<file path="src/rtl/pipe_pkg.sv">
// Shared definitions for the pipeline register chain: stage actions and legal depth range.
package pipe_pkg;

    typedef enum logic [1:0] {
        ACT_ADVANCE = 2'd0,
        ACT_BUBBLE  = 2'd1,
        ACT_STALL   = 2'd2,
        ACT_FLUSH   = 2'd3
    } pipe_act_e;

    localparam int DEPTH_MIN = 1;
    localparam int DEPTH_MAX = 8;

endpackage

</file>
<file path="src/rtl/pipe_reg_chain_if.sv">
// Pipeline entry bundle (valid, control, data) carried between stages.
interface pipe_reg_chain_if #(
    parameter int CTRL_W = 8,
    parameter int DATA_W = 128
);
    logic              valid;
    logic [CTRL_W-1:0] ctrl;
    logic [DATA_W-1:0] data;

    modport master (output valid, ctrl, data);
    modport slave  (input  valid, ctrl, data);
endinterface

</file>
<file path="src/rtl/pipe_stage.sv">
// One pipeline register stage: valid/ctrl/data registers plus decode of the chain-wide action.
module pipe_stage
    import pipe_pkg::*;
#(
    parameter int CTRL_W  = 8,
    parameter int DATA_W  = 128,
    parameter bit IS_HEAD = 1'b0
) (
    input  logic              clk_i,
    input  logic              rst_i,
    input  pipe_act_e         act,
    input  logic              prev_valid,
    input  logic [CTRL_W-1:0] prev_ctrl,
    input  logic [DATA_W-1:0] prev_data,
    output logic              valid_r,
    output logic [CTRL_W-1:0] ctrl_r,
    output logic [DATA_W-1:0] data_r
);

    logic              valid_s;
    logic [CTRL_W-1:0] ctrl_s;
    logic [DATA_W-1:0] data_s;

    // Next-state decode; an invalid entry always carries zero control.
    always_comb begin
        valid_s = valid_r;
        ctrl_s  = ctrl_r;
        data_s  = data_r;
        case (act)
            ACT_FLUSH: begin
                valid_s = 1'b0;
                ctrl_s  = '0;
            end
            ACT_STALL: begin
                valid_s = valid_r;
                ctrl_s  = ctrl_r;
            end
            ACT_BUBBLE: begin
                if (IS_HEAD) begin
                    valid_s = 1'b0;
                    ctrl_s  = '0;
                end else begin
                    valid_s = prev_valid;
                    ctrl_s  = prev_valid ? prev_ctrl : '0;
                    data_s  = prev_data;
                end
            end
            ACT_ADVANCE: begin
                valid_s = prev_valid;
                ctrl_s  = prev_valid ? prev_ctrl : '0;
                data_s  = prev_data;
            end
            default: begin
                valid_s = valid_r;
                ctrl_s  = ctrl_r;
            end
        endcase
    end

    // Stage registers.
    always_ff @(posedge clk_i or posedge rst_i) begin
        if (rst_i) begin
            valid_r <= 1'b0;
            ctrl_r  <= '0;
            data_r  <= '0;
        end else begin
            valid_r <= valid_s;
            ctrl_r  <= ctrl_s;
            data_r  <= data_s;
        end
    end

endmodule

</file>
<file path="src/rtl/pipe_reg_chain.sv">
// DEPTH-stage pipeline register chain with stall, head bubble and flush.
// Optional event counters are built when PIPE_STATS_EN is defined.
module pipe_reg_chain
    import pipe_pkg::*;
#(
    parameter int CTRL_W = 8,
    parameter int DATA_W = 128,
    parameter int DEPTH  = 1,
    parameter int CNT_W  = 16
) (
    input  logic              clk_i,
    input  logic              rst_i,
    input  logic              stall_i,
    input  logic              bubble_i,
    input  logic              flush_i,
    pipe_reg_chain_if.slave   in_bus,
    pipe_reg_chain_if.master  out_bus,
    output logic [DEPTH-1:0]  stage_valid_o
`ifdef PIPE_STATS_EN
    ,
    input  logic              clr_stats_i,
    output logic [CNT_W-1:0]  stall_cnt_o,
    output logic [CNT_W-1:0]  bubble_cnt_o,
    output logic [CNT_W-1:0]  flush_cnt_o
`endif
);

    pipe_act_e         act_s;
    logic              valid_s [DEPTH];
    logic [CTRL_W-1:0] ctrl_s  [DEPTH];
    logic [DATA_W-1:0] data_s  [DEPTH];

    // One action per edge: flush beats stall beats bubble beats advance.
    always_comb begin
        act_s = ACT_ADVANCE;
        if (flush_i) begin
            act_s = ACT_FLUSH;
        end else if (stall_i) begin
            act_s = ACT_STALL;
        end else if (bubble_i) begin
            act_s = ACT_BUBBLE;
        end else begin
            act_s = ACT_ADVANCE;
        end
    end

    for (genvar k = 0; k < DEPTH; k++) begin : g_stage
        if (k == 0) begin : g_head
            pipe_stage #(
                .CTRL_W (CTRL_W),
                .DATA_W (DATA_W),
                .IS_HEAD(1'b1)
            ) u_stage (
                .clk_i     (clk_i),
                .rst_i     (rst_i),
                .act       (act_s),
                .prev_valid(in_bus.valid),
                .prev_ctrl (in_bus.ctrl),
                .prev_data (in_bus.data),
                .valid_r   (valid_s[k]),
                .ctrl_r    (ctrl_s[k]),
                .data_r    (data_s[k])
            );
        end else begin : g_body
            pipe_stage #(
                .CTRL_W (CTRL_W),
                .DATA_W (DATA_W),
                .IS_HEAD(1'b0)
            ) u_stage (
                .clk_i     (clk_i),
                .rst_i     (rst_i),
                .act       (act_s),
                .prev_valid(valid_s[k-1]),
                .prev_ctrl (ctrl_s[k-1]),
                .prev_data (data_s[k-1]),
                .valid_r   (valid_s[k]),
                .ctrl_r    (ctrl_s[k]),
                .data_r    (data_s[k])
            );
        end
        assign stage_valid_o[k] = valid_s[k];
    end

    assign out_bus.valid = valid_s[DEPTH-1];
    assign out_bus.ctrl  = ctrl_s[DEPTH-1];
    assign out_bus.data  = data_s[DEPTH-1];

`ifdef PIPE_STATS_EN
    logic [CNT_W-1:0] stall_cnt_r;
    logic [CNT_W-1:0] bubble_cnt_r;
    logic [CNT_W-1:0] flush_cnt_r;

    function automatic logic [CNT_W-1:0] sat_inc(input logic [CNT_W-1:0] v);
        return (v == {CNT_W{1'b1}}) ? v : v + {{(CNT_W-1){1'b0}}, 1'b1};
    endfunction

    // Saturating event counters; a clear overrides any same-cycle increment.
    always_ff @(posedge clk_i or posedge rst_i) begin
        if (rst_i) begin
            stall_cnt_r  <= '0;
            bubble_cnt_r <= '0;
            flush_cnt_r  <= '0;
        end else if (clr_stats_i) begin
            stall_cnt_r  <= '0;
            bubble_cnt_r <= '0;
            flush_cnt_r  <= '0;
        end else begin
            stall_cnt_r  <= (act_s == ACT_STALL)  ? sat_inc(stall_cnt_r)  : stall_cnt_r;
            bubble_cnt_r <= (act_s == ACT_BUBBLE) ? sat_inc(bubble_cnt_r) : bubble_cnt_r;
            flush_cnt_r  <= (act_s == ACT_FLUSH)  ? sat_inc(flush_cnt_r)  : flush_cnt_r;
        end
    end

    assign stall_cnt_o  = stall_cnt_r;
    assign bubble_cnt_o = bubble_cnt_r;
    assign flush_cnt_o  = flush_cnt_r;
`endif

endmodule

</file>
<file path="src/flat_wrapper.sv">
// flat-port wrapper written by rule: the top's interface ports become plain ports
module pipe_reg_chain_flat import pipe_pkg::*;
#(
    parameter int CTRL_W = 8,
    parameter int DATA_W = 128,
    parameter int DEPTH  = 1,
    parameter int CNT_W  = 16
)
  (clk_i, rst_i, stall_i, bubble_i, flush_i, stage_valid_o, in_bus_valid, in_bus_ctrl, in_bus_data, out_bus_valid, out_bus_ctrl, out_bus_data);
  pipe_reg_chain_if #(.CTRL_W(CTRL_W), .DATA_W(DATA_W)) in_bus_i ();
  pipe_reg_chain_if #(.CTRL_W(CTRL_W), .DATA_W(DATA_W)) out_bus_i ();
  input  logic clk_i;
  input  logic rst_i;
  input  logic stall_i;
  input  logic bubble_i;
  input  logic flush_i;
  output logic [DEPTH-1:0] stage_valid_o;
  input wire logic [$bits(in_bus_i.valid)-1:0] in_bus_valid;
  input wire logic [$bits(in_bus_i.ctrl)-1:0] in_bus_ctrl;
  input wire logic [$bits(in_bus_i.data)-1:0] in_bus_data;
  output wire logic [$bits(out_bus_i.valid)-1:0] out_bus_valid;
  output wire logic [$bits(out_bus_i.ctrl)-1:0] out_bus_ctrl;
  output wire logic [$bits(out_bus_i.data)-1:0] out_bus_data;
  assign in_bus_i.valid = in_bus_valid;
  assign in_bus_i.ctrl = in_bus_ctrl;
  assign in_bus_i.data = in_bus_data;
  assign out_bus_valid = out_bus_i.valid;
  assign out_bus_ctrl = out_bus_i.ctrl;
  assign out_bus_data = out_bus_i.data;
  pipe_reg_chain #(.CTRL_W(CTRL_W), .DATA_W(DATA_W), .DEPTH(DEPTH), .CNT_W(CNT_W)) u_core (.clk_i(clk_i), .rst_i(rst_i), .stall_i(stall_i), .bubble_i(bubble_i), .flush_i(flush_i), .in_bus(in_bus_i), .out_bus(out_bus_i), .stage_valid_o(stage_valid_o));
endmodule
</file>
<file path="config.mk">
export PLATFORM = sky130hd
export DESIGN_NAME = pipe_reg_chain_flat
export DESIGN_NICKNAME = d
export VERILOG_FILES = /design/src/rtl/pipe_pkg.sv /design/src/rtl/pipe_reg_chain_if.sv /design/src/rtl/pipe_stage.sv /design/src/rtl/pipe_reg_chain.sv /design/src/flat_wrapper.sv
export SDC_FILE = /design/constraint.sdc
export NUM_CORES = 1
export LEC_CHECK = 0
export BUFFER_PORTS_ARGS = -buffer_cell sky130_fd_sc_hd__buf_2
export CAP_MARGIN = 20
export CORE_ASPECT_RATIO = 1.5
export CORE_MARGIN = 4
export CORE_UTILIZATION = 48
export DETAILED_ROUTE_END_ITERATION = 6
export GPL_TIMING_DRIVEN = 0
export PLACE_DENSITY = 0.9
export SLEW_MARGIN = 20
export SYNTH_ARGS = -nofsm -noshare
export SYNTH_HDL_FRONTEND = slang
export SYNTH_SLANG_ARGS = --single-unit
</file>
<file path="constraint.sdc">
create_clock -name clk_i -period 7.1 [get_ports clk_i]
set_input_delay 0.355 -clock clk_i [delete_from_list [all_inputs] [get_ports clk_i]]
set_output_delay 0.355 -clock clk_i [all_outputs]
set_load 0.01 [all_outputs]
</file>
==> results of run 1 <==
-- cell usage after synthesis (all sizes together) --
| cell type | instances | area (um^2) |
|---|---|---|
| a21oi | 9 | 45.0 |
| buf | 17 | 174 |
| or4bb | 3 | 33.8 |
| clkbuf | 1 | 13.8 |
| mux2 | 128 | 1440 |
| nand2 | 9 | 33.8 |
| or3b | 1 | 8.76 |
| inv | 1 | 3.75 |
| nor3 | 1 | 16.3 |
| nand4bb | 5 | 56.3 |
| dfrtp | 137 | 3430 |
-- sequential cells by signal (all words and copies together) (netlist names) --
name and count:
u_core.g_stage.g_head.u_stage.data_r 128, u_core.g_stage.g_head.u_stage.ctrl_r 8, u_core.g_stage.g_head.u_stage.valid_r 1
-- power by group --
group	internal, mW	switching (mW)	total (mW)	leakage, nW
clock	0.568	0.315	0.883	0.291
combinational	0.238	0.219	0.457	1.76
sequential	0.921	0.0694	0.991	1.64
-- cell usage in the layout, fill, tap and decap left out --
master / Yosys / final
clkinvlp_4: 0 / 2
clkbuf_8: 1 / 3
a21oi_1: 9 / 9
nor3_4: 1 / 1
buf_2: 1 / 278
nand4bb_1: 5 / 5
inv_6: 0 / 3
mux2_2: 128 / 128
or3b_1: 1 / 1
clkinv_2: 0 / 3
buf_16: 0 / 1
clkinv_4: 0 / 1
buf_4: 1 / 1
dfrtp_1: 137 / 137
bufinv_16: 0 / 3
clkbuf_16: 0 / 17
buf_6: 14 / 14
or4bb_1: 3 / 3
buf_1: 1 / 1
nand2_1: 9 / 9
-- cells by family (layout without fill, tap and decap cells) --
logic type      after synthesis  count (layout)  synth area share [%]
flops                       137             137                  65.2
simple gates                 19              19                  2.83
buf+inv                      19             327                  3.64
mux                         128             128                  27.4
compound gates                9               9                 0.857
-- metal layers --
layer / up-vias / GRT usage [%] / part of all wire [%]
met3: 44 / 6.98 / 7.3
met1: 1860 / 20.7 / 32
met2: 198 / 39.6 / 56
li1: 1691 / - / -
met4: 0 / 12.1 / 4.2
met5: - / 0 / 0
-- area by class of cell --
| cell class | instances | area (um^2) | area share [%] |
|---|---|---|---|
| clock inverter | 11 | 146 | 1.96 |
| tap | 144 | 180 | 2.42 |
| sequential | 137 | 3430 | 46.0 |
| timing repair buffer | 278 | 1410 | 19.0 |
| buffer | 18 | 188 | 2.52 |
| inverter | 1 | 8.76 | 0.118 |
| multi-input combinational | 156 | 1640 | 21.9 |
| clock buffer | 19 | 453 | 6.08 |
-- stage by stage --
step	utilization, %	hold WS (ps)
after floorplan	-	507
after global placement	64.1	484
after detailed placement	64.4	490
after CTS	70.0	77.8
after global routing	70.0	102
final	70.0	60.5
-- final timing paths --
path | end | slack, ps | depth (start not counted)
setup reg to reg | u_core.g_stage[0].g_head.u_stage.data_r[107] | 6290 | 1
setup / recovery | stage_valid_o | 5670 | 2
min in group clk_i | u_core.g_stage[0].g_head.u_stage.ctrl_r[2] | 160 | 2
hold reg to reg | u_core.g_stage[0].g_head.u_stage.data_r[54] | 500 | 1
max in group asynchronous | u_core.g_stage[0].g_head.u_stage.data_r[45] | 6300 | 3
hold / removal | u_core.g_stage[0].g_head.u_stage.data_r[77] | 60 | 2
==> results.yml, run 1 <==
run_status:
  status: "finished clean"
clock_network:
  clockRootBuffer: "clkbuf_16"
  clkLatencyLatePin_ps: 400
  cts_max_path_buffers: 2
  numCtsBuffers: 17
  cts_tree: "built"
  cts_post_setup_buffers_inserted: 0
  cts_resized: 0
  holdBufCountCts: 0
  cts.htree.levels: 4
  clock-sinks: 137
  cts.reportedPaths.clkPinSlew_ps: 60
floorplanning:
  ioPinCount: 280
  dieArea_um2: 12700
  die_h_um: 136
  die_x_um: 93.4
  row_count: 46
  design.core.area_um2: 10600
  initial_core_util_pct: 49.4
critical_path:
  worstSetupStartpointType: "flip-flop"
  cp-end-kind: "output pin"
  cp_max_fo: 3
  slowest_delay_ps: 400
  rr_startpoint: "u_core.g_stage[0].g_head.u_stage.data_r[107]"
  crit_chain: "buf_4 -> buf_2"
  slowest_stage: "dfrtp_1"
  critical_path_class: "reg -> out"
  setup.worst_path.start: "u_core.g_stage[0].g_head.u_stage.valid_r"
  cp.arrival_ps: 1070
  critPathBufInv: 2
  cp.required_ps: 6740
  crit_family: "flip-flops"
timing:
  max_freq_mhz: 701
  rsz0062_at_grt: "no"
  period_share_pct: 20.1
  drv_slew: 0
  final.setup.tns_ps: 0
  post-route-min-period_ps: 1430
  hold_violations: 0
  worstMarginPinSlew_ps: 644
  fin_ws_ps: 5670
  skew_ps: 0
  setup_viol: 0
  max_slew_margin_pct: 57.0
finish:
  syn_to_final_growth_pct: 41.8
  n_antenna_cell: 0
  fin_area_um2: 7450
  fillers: 732
  stdcell_count: 764
  layout-drive-gt1-share_pct: 73.4
  nets: 751
drt:
  drc_errors: 0
  first_iter_violations: 71
  viasPerCell: 4.96
  num_vias: 3793
  drt-total-wl_um: 13500
  ant_nets: 0
  wl_per_cell_um: 17.7
  firstDrtPassIters: 4
placed_design:
  dp_hpwl_um: 10700
  numPortBuffers: 277
  place_area_um2: 6850
  place.gp.congestion: 0.794
  pre_cts_ws_ps: 5450
  placed_cells: 734
yosys:
  syn_area_um2: 5260
  post_synth_num_cell_types: 14
  syn_inst: 312
  yosysSeqAreaShare_pct: 65.2
  yosys_warnings: 0
  synth-seq-cells: 137
  syn_nets: 454
  syn_avg_cell_area_um2: 16.8
power:
  powerDensity_nw_per_um2: 313
  peakVddDrop_mv: 0.194
  finalPower_mw: 2.33
  p_leak_nw: 3.69
grt:
  first_global_vias: 4246
  antenna_found_initial: 0
  grt-ovfl-total: 0
  grt_max_degree: 74
  grt_pass1_wl_um: 20800
  grt_usage_pct: 21.5
run:
  drv_cap: 0
worst_hold_path:
  hp-class: "in -> async"
(Power assumes the default switching activity.)
==> run 2: changes to the inputs <==
--- a/config.mk
+++ b/config.mk
@@ -9,10 +9,10 @@
 export CAP_MARGIN = 20
 export CORE_ASPECT_RATIO = 1.5
 export CORE_MARGIN = 4
-export CORE_UTILIZATION = 48
+export CORE_UTILIZATION = 40
 export DETAILED_ROUTE_END_ITERATION = 6
 export GPL_TIMING_DRIVEN = 0
-export PLACE_DENSITY = 0.9
+export PLACE_DENSITY = 0.8
 export SLEW_MARGIN = 20
 export SYNTH_ARGS = -nofsm -noshare
 export SYNTH_HDL_FRONTEND = slang
==> constraint.sdc (replaced) <==
create_clock -name clk_i -period 1.2 [get_ports clk_i]
set_input_delay 0.06 -clock clk_i [delete_from_list [all_inputs] [get_ports clk_i]]
set_output_delay 0.06 -clock clk_i [all_outputs]
set_load 0.01 [all_outputs]
==> run 2 against run 1 <==
Against the previous run:
- worst hold slack worse by 32 ps
- non-clock buffer count grew 145
- register-to-register slack got worse by 5900 ps
- design area rose by 20%
- total power increased to 6.0 times the previous value
- worst setup slack worse by 5600 ps
- clock power rose to 5.7 times the previous value
- critical path depth unchanged
- first-iteration DRC count shrank 15%
- clock skew unchanged
- largest power group unchanged
==> results.yml, run 2 (same netlist as run 1, synthesis figures left out) <==
power:
  powerDensity_nw_per_um2: 1570
  p_leak_nw: 4.28
  peakVddDrop_mv: 1.10
finish:
  largest_reg_flops: 128
  top_regs: "u_core.g_stage.g_head.u_stage.data_r x128, u_core.g_stage.g_head.u_stage.ctrl_r x8, u_core.g_stage.g_head.u_stage.valid_r x1"
  layout_commonest_cell: "buf_2"
  final_util_pct: 69.0
  layout-drive-gt1-share_pct: 59.7
  regMostFlops: "u_core.g_stage.g_head.u_stage.data_r"
  syn_to_final_growth_pct: 70.0
  fillers: 835
  final_cell_mix: "278 x buf_2, 142 x dlygate4sd3_1, 137 x dfrtp_1, 128 x mux2_2, 17 x clkbuf_16"
  multi_input_area_um2: 1640
  nets: 896
  regArea_um2: 3430
timing:
  skew_ps: 0
  period_share_pct: 97.5
  max_slew_margin_pct: 68.5
  drv_slew: 0
  worstMarginPinSlew_ps: 471
  setup_viol: 0
  rsz0062_at_grt: "no"
  final.setup.tns_ps: 0
  post-route-min-period_ps: 1170
  hold_violations: 0
  max_freq_mhz: 855
  fin_ws_ps: 30.1
  hold_ws_ps: 28.1
grt:
  grt_max_degree: 37
  antenna_found_initial: 0
  grt_usage_pct: 21.4
  first_global_vias: 4988
  grt-ovfl-total: 0
  grt_pass1_wl_um: 24900
drt:
  num_vias: 4334
  firstDrtPassIters: 4
  drc_errors: 0
  first_iter_violations: 60
  drt-total-wl_um: 16100
  wl_per_cell_um: 17.3
  ant_nets: 0
  viasPerCell: 4.68
critical_path:
  cp.arrival_ps: 1110
  setup.worst_path.start: "u_core.g_stage[0].g_head.u_stage.valid_r"
  slowest_delay_ps: 420
  crit_family: "flip-flops"
  worstSetupStartpointType: "flip-flop"
  cp-end-kind: "output pin"
  slowest_stage: "dfrtp_1"
  crit_chain: "buf_4 -> buf_2"
  critPathBufInv: 2
  cp.required_ps: 1140
  critical_path_class: "reg -> out"
  cp_max_fo: 3
  rr_startpoint: "u_core.g_stage[0].g_head.u_stage.data_r[97]"
placed_design:
  place.gp.congestion: 0.739
  pre_cts_ws_ps: -172
  numPortBuffers: 277
  dp_hpwl_um: 10800
clock_network:
  numCtsBuffers: 17
  cts.htree.levels: 4
  clkLatencyLatePin_ps: 390
  cts_tree: "built"
  cts_max_path_buffers: 2
  clockRootBuffer: "clkbuf_16"
  cts.reportedPaths.clkPinSlew_ps: 60
  clock-sinks: 137
floorplanning:
  ioPinCount: 280
  row_count: 51
  die_h_um: 148
  initial_core_util_pct: 40.6
  dieArea_um2: 15100
  design.core.area_um2: 13000
  die_x_um: 102
run:
  drv_cap: 0
run_status:
  status: "finished clean"
worst_hold_path:
  min_from: "in_bus_valid"
  hp-class: "in -> reg"
run 2: cell types whose count changed in the layout (fill, tap and decap cells not counted), sizes merged:
cell	before	now
dlygate4sd3	0	142
diode	0	1
clkinvlp	2	5
buf	295	298
bufinv	3	2
run 2: final timing paths:
kind | to | slack (ps) | cells after the start
worst min-delay path | u_core.g_stage[0].g_head.u_stage.ctrl_r[2] | 30 | 3
worst min register to register | u_core.g_stage[0].g_head.u_stage.data_r[123] | 500 | 1
min in group asynchronous | u_core.g_stage[0].g_head.u_stage.data_r[31] | 240 | 3
worst max-delay path | stage_valid_o | 30 | 2
worst max register to register | u_core.g_stage[0].g_head.u_stage.data_r[97] | 400 | 1
max in group asynchronous | u_core.g_stage[0].g_head.u_stage.data_r[124] | 210 | 5
run 2: metal layers:
layer | routed length [um] | part of all wire (%) | GRT usage (%) | up-vias
met4 | 667 | 4.2 | 12.1 | 0
met3 | 953 | 5.9 | 5.07 | 53
li1 | - | - | - | 1995
met1 | 5280 | 33 | 20.8 | 2097
met2 | 9180 | 57 | 40.0 | 189
met5 | 0 | 0 | 0 | -
run 2: area by class of cell:
type                            count  area share (%)
Antenna cell                        1          0.0280
Buffer                             18            2.10
Clock buffer                       19            4.85
Clock inverter                     13            1.61
Inverter                            1          0.0840
Multi-Input combinational cell    156            18.3
Sequential cell                   137            38.4
Tap cell                          159            2.23
Timing Repair Buffer              423            32.4
run 2: per-stage QoR:
step | std cells | power (mW) | cell area, um^2
global placement | 748 | 8.50 | 6840
CTS | 926 | 14.1 | 8930
floorplan | 312 | 7.27 | 5260
global route | 926 | 14.7 | 8930
detailed placement | 752 | 8.69 | 6930
finish | 927 | 14.0 | 8930
run 2: repair_timing:
item,4_1_cts,5_1_grt
hold buffers,142,0
buffers inserted,0,0
gates resized for setup,0,0
setup endpoints to repair,0,0
hold endpoints to repair,155,0
run 2: where the power goes:
group	total (mW)	internal [mW]	leakage (nW)	switching, mW
Sequential	5.89	5.45	1.64	0.437
Clock	5.02	3.08	0.270	1.95
Combinational	3.12	1.73	2.37	1.40
Total	14.0	10.3	4.28	3.78
==> run 3: changes to the inputs <==
--- a/config.mk
+++ b/config.mk
@@ -5,14 +5,15 @@
 export SDC_FILE = /design/constraint.sdc
 export NUM_CORES = 1
 export LEC_CHECK = 0
+export ABC_AREA = 1
 export BUFFER_PORTS_ARGS = -buffer_cell sky130_fd_sc_hd__buf_2
 export CAP_MARGIN = 20
 export CORE_ASPECT_RATIO = 1.5
 export CORE_MARGIN = 4
-export CORE_UTILIZATION = 40
+export CORE_UTILIZATION = 41
 export DETAILED_ROUTE_END_ITERATION = 6
 export GPL_TIMING_DRIVEN = 0
-export PLACE_DENSITY = 0.8
+export PLACE_DENSITY = 0.81
 export SLEW_MARGIN = 20
 export SYNTH_ARGS = -nofsm -noshare
 export SYNTH_HDL_FRONTEND = slang
==> run 3 against run 2 <==
Against the previous run:
- the flow now finishes with violations (negative hold slack)
- via count is 40% higher
- design area increased by 3.3%
- combinational power shrank 6%
- total power shrank 1.3%
- clock power rose by 4%
- worst setup slack better by 46 ps
- global-route usage up 4.9 points
- flip-flop and latch count stayed put
- synthesized cell count is 97% higher
- count of clock-buffer cells in the layout rose by 1
- fmax increased by 4.1%
- highest routed layer unchanged
==> results.yml, run 3 <==
timing:
  post-route-min-period_ps: 1120
  max_slew_margin_pct: 57.5
  hold_violations: 25
  period_share_pct: 93.7
  worstMarginPinSlew_ps: 636
  rsz0062_at_grt: "no"
  hold_ws_ps: -262
  max_freq_mhz: 890
  setup_viol: 0
  skew_ps: 0
  drv_slew: 0
clock_network:
  cts_max_path_buffers: 2
  clkLatencyLatePin_ps: 400
  cts.reportedPaths.clkPinSlew_ps: 60
  cts_post_setup_buffers_inserted: 0
  holdBufCountCts: 136
  numCtsBuffers: 17
  cts_resized: 0
  cts_tree: "built"
  cts.htree.levels: 4
  clockRootBuffer: "clkbuf_16"
  clock-sinks: 137
yosys:
  synthTopCellsByCount: "272 x nand2_1, 137 x dfrtp_1, 137 x nand3_1"
  synth_top_area_share_pct: 61.3
  synth.most_common_cell: "nand2_1"
  yosysSeqAreaShare_pct: 61.3
  synth_edf_count: 0
  syn_avg_cell_area_um2: 9.10
  synth-seq-cells: 137
  synth_ff_type: "dfrtp_1"
  yosys_warnings: 0
  post_synth_num_cell_types: 12
  syn_nets: 757
  syn_inst: 615
  synth_top_area_cell: "dfrtp_1"
  ys_top_cells_by_area: "dfrtp_1 61%, nand2_1 18%, nand3_1 12%, buf_6 2.6%, buf_2 2.1%"
  async_reset_ff_share_pct: 100
  syn_area_um2: 5600
grt:
  first_global_vias: 6465
  grt_usage_pct: 26.2
  grt-ovfl-total: 0
  antenna_found_initial: 0
  grt_pass1_wl_um: 31700
  grt_max_degree: 34
drt:
  ant_nets: 0
  num_vias: 6051
  drc_errors: 0
  drt-total-wl_um: 20500
  firstDrtPassIters: 5
  first_iter_violations: 198
  viasPerCell: 4.93
  wl_per_cell_um: 16.7
critical_path:
  cp-end-kind: "output pin"
  slowest_stage: "dfrtp_1"
  slowest_delay_ps: 400
  crit_chain: "buf_4 -> buf_2"
  critical_path_class: "reg -> out"
  cp.arrival_ps: 1060
  worstSetupStartpointType: "flip-flop"
  cp.required_ps: 1140
  crit_family: "flip-flops"
  critPathBufInv: 2
  cp_max_fo: 3
finish:
  largest_reg_flops: 128
  n_antenna_cell: 0
  nets: 1194
  fin_area_um2: 9230
  regMostFlops: "u_core.g_stage.g_head.u_stage.data_r"
  fillers: 1007
  layout_commonest_cell: "buf_2"
  final_cell_mix: "301 x buf_2, 272 x nand2_1, 137 x nand3_1, 137 x dfrtp_1, 136 x dlygate4sd3_1"
  layout-drive-gt1-share_pct: 34.7
  syn_to_final_growth_pct: 65.0
  top_regs: "u_core.g_stage.g_head.u_stage.data_r x128, u_core.g_stage.g_head.u_stage.ctrl_r x8, u_core.g_stage.g_head.u_stage.valid_r x1"
floorplanning:
  dieArea_um2: 15600
  design.core.area_um2: 13500
  ioPinCount: 280
  row_count: 52
  die_h_um: 151
  initial_core_util_pct: 41.5
  die_x_um: 103
run_status:
  failed_checks: "negative hold slack"
  status: "complete, but fails checks"
power:
  powerDensity_nw_per_um2: 1500
  finalPower_mw: 13.8
  p_leak_nw: 5.24
  peakVddDrop_mv: 0.839
placed_design:
  place_area_um2: 7280
  numPortBuffers: 278
  dp_hpwl_um: 12900
  place.gp.congestion: 0.836
run:
  drv_cap: 0
worst_hold_path:
  hp-class: "in -> async"
-- run 3: power breakdown --
group          leakage (nW)  internal, mW  switching [mW]
clock network         0.270          3.15            2.05
registers              1.72          5.32           0.403
logic                  3.25          1.33            1.60
total                  5.24          9.79            4.05
-- run 3: final timing paths --
| check | from | end | depth (start not counted) | slack, ps |
|---|---|---|---|---|
| max | u_core.g_stage[0].g_head.u_stage.valid_r | stage_valid_o | 2 | 80 |
| min | rst_i | u_core.g_stage[0].g_head.u_stage.data_r[91] | 2 | -260 |
| max reg2reg | u_core.g_stage[0].g_head.u_stage.data_r[37] | u_core.g_stage[0].g_head.u_stage.data_r[37] | 2 | 520 |
| min reg2reg | u_core.g_stage[0].g_head.u_stage.data_r[98] | u_core.g_stage[0].g_head.u_stage.data_r[98] | 2 | 460 |
| max in group asynchronous | rst_i | u_core.g_stage[0].g_head.u_stage.data_r[41] | 5 | 490 |
| min in group clk_i | flush_i | u_core.g_stage[0].g_head.u_stage.ctrl_r[3] | 4 | 20 |
-- run 3: area by class of cell --
class                   instances  area [um^2]  area share, %
plain buffers                  46          337           3.65
clock buffers                  20          447           4.84
clock inverters                12          141           1.53
inverters                      10         41.3          0.447
multi-input cells             422         1790           19.4
flip-flops and latches        137         3430           37.1
well taps                     162          203           2.20
repair buffers                418         2840           30.8
-- run 3: kinds of logic (layout without fill, tap and decap cells) --
family                 count (synthesis)  after routing  share of synthesized area [%]
AND/OR/NAND/NOR                      422            422                           32.0
buffers and inverters                 56            506                           6.69
flip-flops                           137            137                           61.3
-- run 3: metrics by stage --
step,setup WS (ps),util [%],std cells,setup TNS (ps)
floorplan,-567,-,615,-77700
global placement,-1470,53.4,1055,-200330
detailed placement,-1.10,54.1,1059,-7.53
CTS,59.5,68.5,1227,0
global route,41.6,68.5,1227,0
finish,76.2,68.5,1227,0
-- run 3: routing by layer --
layer  vias to the layer above  part of all wire (%)  track usage [%]
li1                       2831                     -                -
met1                      2861                    36             27.9
met2                       268                    53             46.1
met3                        91                   6.5             6.64
met4                         0                   5.2             14.8
met5                         -                     0                0
